==> config.mk <==
export PLATFORM = sky130hd
export DESIGN_NAME = gpio_debounce_flat
export DESIGN_NICKNAME = d
export VERILOG_FILES = /design/src/rtl/gpio_debounce_if.sv /design/src/rtl/gpio_debounce.sv /design/src/flat_wrapper.sv
export SDC_FILE = /design/constraint.sdc
export NUM_CORES = 1
export LEC_CHECK = 0
export ABC_AREA = 1
export CAP_MARGIN = 5
export CORE_UTILIZATION = 65
export DETAILED_ROUTE_END_ITERATION = 10
export GPL_ROUTABILITY_DRIVEN = 0
export HOLD_SLACK_MARGIN = 0.03
export PLACE_DENSITY_LB_ADDON = 0.25
export REMOVE_ABC_BUFFERS = 1
export SYNTH_ARGS = -nofsm -noshare
export SYNTH_HDL_FRONTEND = slang
export SYNTH_SLANG_ARGS = --single-unit
==> constraint.sdc <==
create_clock -name clk -period 6.3 [get_ports clk]
set_clock_uncertainty 0.05 [all_clocks]
set_input_delay 1.26 -clock clk [delete_from_list [all_inputs] [get_ports clk]]
set_output_delay 1.26 -clock clk [all_outputs]
set_load 0.05 [all_outputs]
==> src/rtl/gpio_debounce_if.sv <==
// rtl/gpio_debounce_if.sv - pin, configuration and event bundle of the GPIO input conditioner
interface gpio_debounce_if #(
  parameter int GW = 32,
  parameter int PW = 16,
  parameter int CW = 8
);
  logic [GW-1:0] gpio_i;
  logic [PW-1:0] cfg_div;
  logic [CW-1:0] cfg_thr;
  logic [GW-1:0] cfg_ena;
  logic [GW-1:0] gpio_o;
  logic [GW-1:0] gpio_rise;
  logic [GW-1:0] gpio_fall;

  modport master (
    output gpio_i, cfg_div, cfg_thr, cfg_ena,
    input  gpio_o, gpio_rise, gpio_fall
  );

  modport slave (
    input  gpio_i, cfg_div, cfg_thr, cfg_ena,
    output gpio_o, gpio_rise, gpio_fall
  );
endinterface

==> src/rtl/gpio_debounce.sv <==
// rtl/gpio_debounce.sv - per-bit GPIO synchronizer, prescaled debounce filter and edge pulse generator
module gpio_debounce #(
  parameter int GW      = 32,
  parameter int CFG_CDC = 2,
  parameter int PW      = 16,
  parameter int CW      = 8
) (
  input logic            clk,
  input logic            rst_n,
  gpio_debounce_if.slave bus
);
  logic [GW-1:0] gpio_s;

  generate
    if (CFG_CDC == 0) begin : g_nosync
      assign gpio_s = bus.gpio_i;
    end else begin : g_sync
      logic [GW-1:0] chain [CFG_CDC];

      always_ff @(posedge clk or negedge rst_n) begin
        if (!rst_n) begin
          for (int k = 0; k < CFG_CDC; k++) chain[k] <= '0;
        end else begin
          chain[0] <= bus.gpio_i;
          for (int k = 1; k < CFG_CDC; k++) chain[k] <= chain[k-1];
        end
      end

      assign gpio_s = chain[CFG_CDC-1];
    end
  endgenerate

  // >= rather than == so a cfg_div lowered below the running count ticks at once
  logic [PW-1:0] pcnt;
  logic          tick;

  assign tick = (pcnt >= bus.cfg_div);

  always_ff @(posedge clk or negedge rst_n) begin
    if (!rst_n) begin
      pcnt <= '0;
    end else if (tick) begin
      pcnt <= '0;
    end else begin
      pcnt <= pcnt + PW'(1);
    end
  end

  logic [CW-1:0] cnt [GW];
  logic [GW-1:0] stable;
  logic [GW-1:0] stable_q;

  always_ff @(posedge clk or negedge rst_n) begin
    if (!rst_n) begin
      stable   <= '0;
      stable_q <= '0;
      for (int i = 0; i < GW; i++) cnt[i] <= '0;
    end else begin
      stable_q <= stable;
      for (int i = 0; i < GW; i++) begin
        if (!bus.cfg_ena[i]) begin
          stable[i] <= gpio_s[i];
          cnt[i]    <= '0;
        end else if (tick) begin
          // count stays <= cfg_thr, so a lowered threshold accepts on the next tick
          if (gpio_s[i] == stable[i]) begin
            cnt[i] <= '0;
          end else if (cnt[i] >= bus.cfg_thr) begin
            stable[i] <= gpio_s[i];
            cnt[i]    <= '0;
          end else begin
            cnt[i] <= cnt[i] + CW'(1);
          end
        end
      end
    end
  end

  assign bus.gpio_o    = stable;
  assign bus.gpio_rise = stable & ~stable_q;
  assign bus.gpio_fall = ~stable & stable_q;
endmodule
==> src/flat_wrapper.sv <==
// flat-port wrapper written by rule: the top's interface ports become plain ports
module gpio_debounce_flat 
#(
  parameter int GW      = 32,
  parameter int CFG_CDC = 2,
  parameter int PW      = 16,
  parameter int CW      = 8
)
  (clk, rst_n, bus_gpio_i, bus_cfg_div, bus_cfg_thr, bus_cfg_ena, bus_gpio_o, bus_gpio_rise, bus_gpio_fall);
  gpio_debounce_if #(.GW(GW), .PW(PW), .CW(CW)) bus_i ();
  input logic clk;
  input logic rst_n;
  input wire logic [$bits(bus_i.gpio_i)-1:0] bus_gpio_i;
  input wire logic [$bits(bus_i.cfg_div)-1:0] bus_cfg_div;
  input wire logic [$bits(bus_i.cfg_thr)-1:0] bus_cfg_thr;
  input wire logic [$bits(bus_i.cfg_ena)-1:0] bus_cfg_ena;
  output wire logic [$bits(bus_i.gpio_o)-1:0] bus_gpio_o;
  output wire logic [$bits(bus_i.gpio_rise)-1:0] bus_gpio_rise;
  output wire logic [$bits(bus_i.gpio_fall)-1:0] bus_gpio_fall;
  assign bus_i.gpio_i = bus_gpio_i;
  assign bus_i.cfg_div = bus_cfg_div;
  assign bus_i.cfg_thr = bus_cfg_thr;
  assign bus_i.cfg_ena = bus_cfg_ena;
  assign bus_gpio_o = bus_i.gpio_o;
  assign bus_gpio_rise = bus_i.gpio_rise;
  assign bus_gpio_fall = bus_i.gpio_fall;
  gpio_debounce #(.GW(GW), .CFG_CDC(CFG_CDC), .PW(PW), .CW(CW)) u_core (.clk(clk), .rst_n(rst_n), .bus(bus_i));
endmodule
Word level (Yosys, flattened, before mapping):

Cells that the tools add are included.

* input port bits: 90
* output and inout bits: 96
* word-level logic and storage cells: 555
* register bits after elaboration: 400

* bitwise gates (word level): 4
* reduce and logical (&&, ||, !) cells: 32
* add/subtract/negate cells: 33
* order comparisons: 33
* eq/ne operators: 128
* multiplexer cells: 257

Operator list (count)
* $mux 8: 128
* $add 8x1->8 const B: 32
* $ge 8x8->1: 32
* $mux 1: 128
* $ne 2x1->1 const B: 64
* $reduce_and 3->1: 32
* $and 32x32->32: 2
* $ne 2x2->1 const B: 32
* $not 32->32: 2
* $eq 1x1->1: 32
* $add 16x1->16 const B: 1
* $ge 16x16->1: 1
* $mux 16: 1

Logic depth before layout (Yosys ltp):

* depth in word-level cells: 5
* gate-level depth with buffers: 16

Worst setup path before layout:

OpenSTA, ideal clock, no wires.

* path kind: input-to-reg
* from: input bus_cfg_thr[7]
* to: register u_core.cnt[255] (netlist name)
* data arrival time: 2979 ps
* stages: 8
* buffers on the path: 0
* required time: 6185 ps
* library setup time: 65 ps
* slack: 3206 ps
* cells stage by stage: inv_1 ha_1 a21o_1 nor2_1 nand3_1 nor3_1 nand3_1 nand2_1

* cells in the longest elaborated chain, start to end: 5

Ends and longest elaborated chain
* from (decl): line flat_wrapper.sv:15 `input wire logic [$bits(bus_i.cfg_thr)-1:0] bus_cfg_thr;`
* $ge 8x8->1: line gpio_debounce.sv:68 `end else if (cnt[i] >= bus.cfg_thr) begin`
* $mux 8: line gpio_debounce.sv:68
* $mux 8: line gpio_debounce.sv:66 `if (gpio_s[i] == stable[i]) begin`
* $mux 8: line gpio_debounce.sv:64 `end else if (tick) begin`
* $mux 8: line gpio_debounce.sv:61 `if (!bus.cfg_ena[i]) begin`
* to (signal, indexed assignment): line gpio_debounce.sv:72 `cnt[i] <= cnt[i] + CW'(1);`
* to (decl): line gpio_debounce.sv:49 `logic [CW-1:0] cnt [GW];`

Every way passes these cells. The select of a mux whose other input is x is not followed.
A chain may end at the register's enable or synchronous reset.

Worst setup path in the final report:

* from: input bus_cfg_div[7]
* to: register u_core.cnt[158] (netlist name)

* cells in the longest elaborated chain, start to end: 2

Ends and longest elaborated chain
* from (decl): line flat_wrapper.sv:14 `input wire logic [$bits(bus_i.cfg_div)-1:0] bus_cfg_div;`
* $ge 16x16->1: line gpio_debounce.sv:37 `assign tick = (pcnt >= bus.cfg_div);`
* $ne 2x1->1 (no line)

Every way passes these cells.

==> results.toml <==
[cts]
cts_setup_buffers = 0
ctsHtreeMaxLevel = 2
cts.repair.resized = 0
worst_skew_pair.late_latency_ns = 0.59
post_cts_hold_buffer_count = 0
cts-buffers-inserted = 45
clkSlewWorstSetupHoldPaths_ns = 0.06
cts_tree = "done"
root_buffer = "clkbuf_16"
ctsLongestPathBuffers = 3
tritoncts_num_sinks = 400

[synthesis]
synth_compound_area_share_pct = 8.14
synth.avg_cell_area_um2 = 8.19
post_synth_fa_ha_maj_area_fraction_pct = 14.3
synth_warnings = 0
synth-xor-area-share_pct = 6.77
synth.cell_area_um2 = 26600
synth-seq-cells = 400
synth_seq_area_share_pct = 37.6
synth.lib_cells_used.distinct = 33
syn-instance-count = 3255
synthMuxAreaShare_pct = 0
synth_simple_gate_area_share_pct = 25.4
synth_top_family_by_area = "simple AND/OR/NAND/NOR gates"

[pwr]
internal_power_w = 0.00531
power.leakage_nw = 14.5
swShare_pct = 36.9
clock_group_share_of_total_power_pct = 32.9
cellPowerDensity_nw_per_um2 = 276
seqPwrFrac_pct = 37.1
vdd_drop_max_v = 0.000238
combinationalPowerShare_pct = 30.0
total_switching_power_w = 0.00310

[critical_path]
worst-endpoint-required_ns = 6.70
crit_top_cell = "nand2_1"
cp_top_family = "buffers and inverters"
cp_max_fo = 34
worstSetupStartpointType = "input pin"
worstSetupPathType = "in -> reg"
critical_path_cell_list = "clkdlybuf4s50_1, inv_1, ha_1, nand2_1, nor2_1, nand2_1, nand2_1, nor2_1, nand2_1, nand2_4, buf_4, nand3_2, nand3_1, o21ai_0"
timing.critical_path.buf_inv = 3
timing.critical_path.to_type = "flop"
crit_path_top_delay_cell = "buf_4"
timing.critical_path.slowest_cell_delay_ns = 0.85
worstPathArrival_ns = 4.38

[floorplan]
core_um2 = 40100
floorplan.initialDensity_pct = 66.4
row_count = 73
floorplan.die_area_um2 = 41800
floorplan.io_pins = 186
die_y_um = 204
floorplan.die.width_um = 204

[timing]
timing_worst_slew_pin_value_ns = 1.38
report.final.setup_viol = 0
hold_violations_final = 0
final_max_slew_viol_count = 0
final.period_utilization_pct = 63.1
fin_tns_setup_ns = 0
timing.fmax_ghz = 0.251
rsz_0062_raised_after_global_routing = "false"
minimum_clock_period_ns = 3.98
timing.slew.headroom_pct = 8.02

[global_route]
antenna_found_initial = 1
grt_pass1_vias = 23400
gr-usage-all-layers_pct = 31.4
global_route.overflow_total = 0
maximum_number_of_pins_on_one_net_before_global_route_repair = 131
wire_length_of_the_first_global_routing_pass_um = 108000

[route]
wirelength_um = 64400
post-route-drc-count = 0
dr.first_iter.drc_count = 1465
avgViaCountPerCell = 5.86
met3_length_um = 3720
ant_nets = 0
post_drt_wl_per_cell_um = 16.0
drt_pass1_iterations = 9
drt-met1-wl_um = 26600
routed-via-count = 23500
route.met2.wl_um = 31500
top_signal_layer_used = "met4"

[place]
number_of_i_o_port_buffers = 185
dp_hpwl_um = 43400
postPlaceCellArea_um2 = 28900

[run]
max-cap-violations = 0

[layout]
drive_gt1_share_pct = 3.84
finish.net_count = 3853
flow.area_growth_from_synthesis_pct = 14.4
design_area_um2 = 30500

[run_status]
status = "finished clean"

[min_path]
timing.hold.worst.class = "reg -> reg"
-- flip-flops by register name, summed over array words and instances (netlist names) --
register and flops:
u_core.pcnt 16, u_core.bus.gpio_o 32, u_core.stable_q 32, u_core.g_sync.chain 32, u_core.cnt 256, u_core.gpio_s 32
-- per-layer routing --
metal	global-route usage (%)	vias to the layer above
li1	-	11300
met1	39.2	11200
met2	54.2	794
met3	3.86	204
met4	14.6	0
met5	0	-
-- cell families after synthesis --
group / count (synthesis)
fa+ha+maj: 305
buf+inv: 500
compound gates: 409
xor+xnor: 206
simple gates: 1435
flops: 400
-- cell type report --
class / count / area, µm²
multi-input combinational: 2355 / 14500
sequential: 400 / 10000
timing repair buffer: 201 / 2000
clock inverter: 15 / 213
inverter: 455 / 1730
antenna: 1 / 2.50
fill: 2830 / 9600
tap: 525 / 657
clock buffer: 65 / 1340
-- placed cells by master, fill, tap and decap left out, types with 2 or more instances in the layout --
| master | count |
|---|---|
| xor2_1 | 137 |
| ha_1 | 305 |
| o21bai_1 | 9 |
| buf_12 | 2 |
| dfrtp_1 | 400 |
| clkbuf_8 | 10 |
| clkbuf_16 | 47 |
| nor2_1 | 308 |
| nand3_4 | 26 |
| clkdlybuf4s50_1 | 183 |
| nand2_1 | 453 |
| xnor2_1 | 69 |
| inv_4 | 8 |
| a21o_1 | 9 |
| bufinv_16 | 5 |
| clkbuf_1 | 8 |
| nor3_1 | 126 |
| nand3_2 | 6 |
| a21oi_1 | 144 |
| o21ai_0 | 210 |
| inv_1 | 447 |
| clkinv_2 | 6 |
| nand3_1 | 393 |
| clkinvlp_4 | 2 |
| o211ai_1 | 2 |
| buf_4 | 14 |
| o21ai_1 | 10 |
| nor3b_1 | 4 |
| o21a_1 | 23 |
| nand4_1 | 115 |
-- worst paths after layout --
check                                         from                 to  slack, ns  cells after the start
min in group asynchronous                    rst_n    u_core.pcnt[11]       0.66                      1
max                                 bus_cfg_div[7]    u_core.cnt[158]       2.32                     14
min                        u_core.g_sync.chain[45]  u_core.gpio_s[13]       0.29                      0
max reg2reg                         u_core.pcnt[7]    u_core.cnt[158]       3.00                     12
max in group asynchronous                    rst_n    u_core.cnt[220]       4.25                      2
min reg2reg                u_core.g_sync.chain[45]  u_core.gpio_s[13]       0.29                      0
-- power groups by stage --
stage / clock (W) / sequential [W] / combinational [W]
floorplan: 0 / 0.00330 / 0.00148
global placement: 0 / 0.00314 / 0.00240
detailed placement: 0 / 0.00316 / 0.00250
CTS: 0.00281 / 0.00312 / 0.00253
global route: 0.00290 / 0.00316 / 0.00276
finish: 0.00277 / 0.00312 / 0.00252
-- synthesized netlist by cell type --
library cell	number	area share, %
nor3b_1	4	0.11
o21bai_1	9	0.25
ha_1	305	14
a21oi_4	1	0.061
nor4_1	1	0.023
nand2_2	1	0.023
nor4_2	1	0.047
a21oi_1	144	2.7
xnor2_1	69	2.3
nand3_1	393	7.4
nand2_1	453	6.4
clkbuf_1	5	0.070
nand2_4	1	0.042
o211ai_1	2	0.056
xor2_1	137	4.5
dfrtp_1	400	38
o21a_1	23	0.65
nand4_1	115	2.7
buf_4	9	0.25
buf_12	2	0.15
nor3_1	126	2.4
buf_2	15	0.28
nand3_4	26	1.7
o21ai_0	210	3.9
nor2_1	308	4.3
inv_1	447	6.3
nand3_2	6	0.23
buf_6	13	0.55
buf_8	1	0.056
o21ai_1	10	0.19
a21o_1	9	0.25
inv_4	8	0.19
o31ai_1	1	0.028
-- through the flow --
stage / worst slack, ns / utilization (%) / power, W / instances / hold WS, ns
floorplan: 1.63 / - / 0.00477 / 3210 / 0.281
global placement: 1.98 / 72.2 / 0.00554 / 3936 / 0.282
detailed placement: 1.87 / 72.2 / 0.00566 / 3936 / 0.286
CTS: 2.44 / 76.0 / 0.00846 / 4016 / 0.299
global route: 2.14 / 76.1 / 0.00883 / 4017 / 0.303
finish: 2.32 / 76.1 / 0.00841 / 4017 / 0.295
No activity file was read; power rests on OpenSTA's default activity.
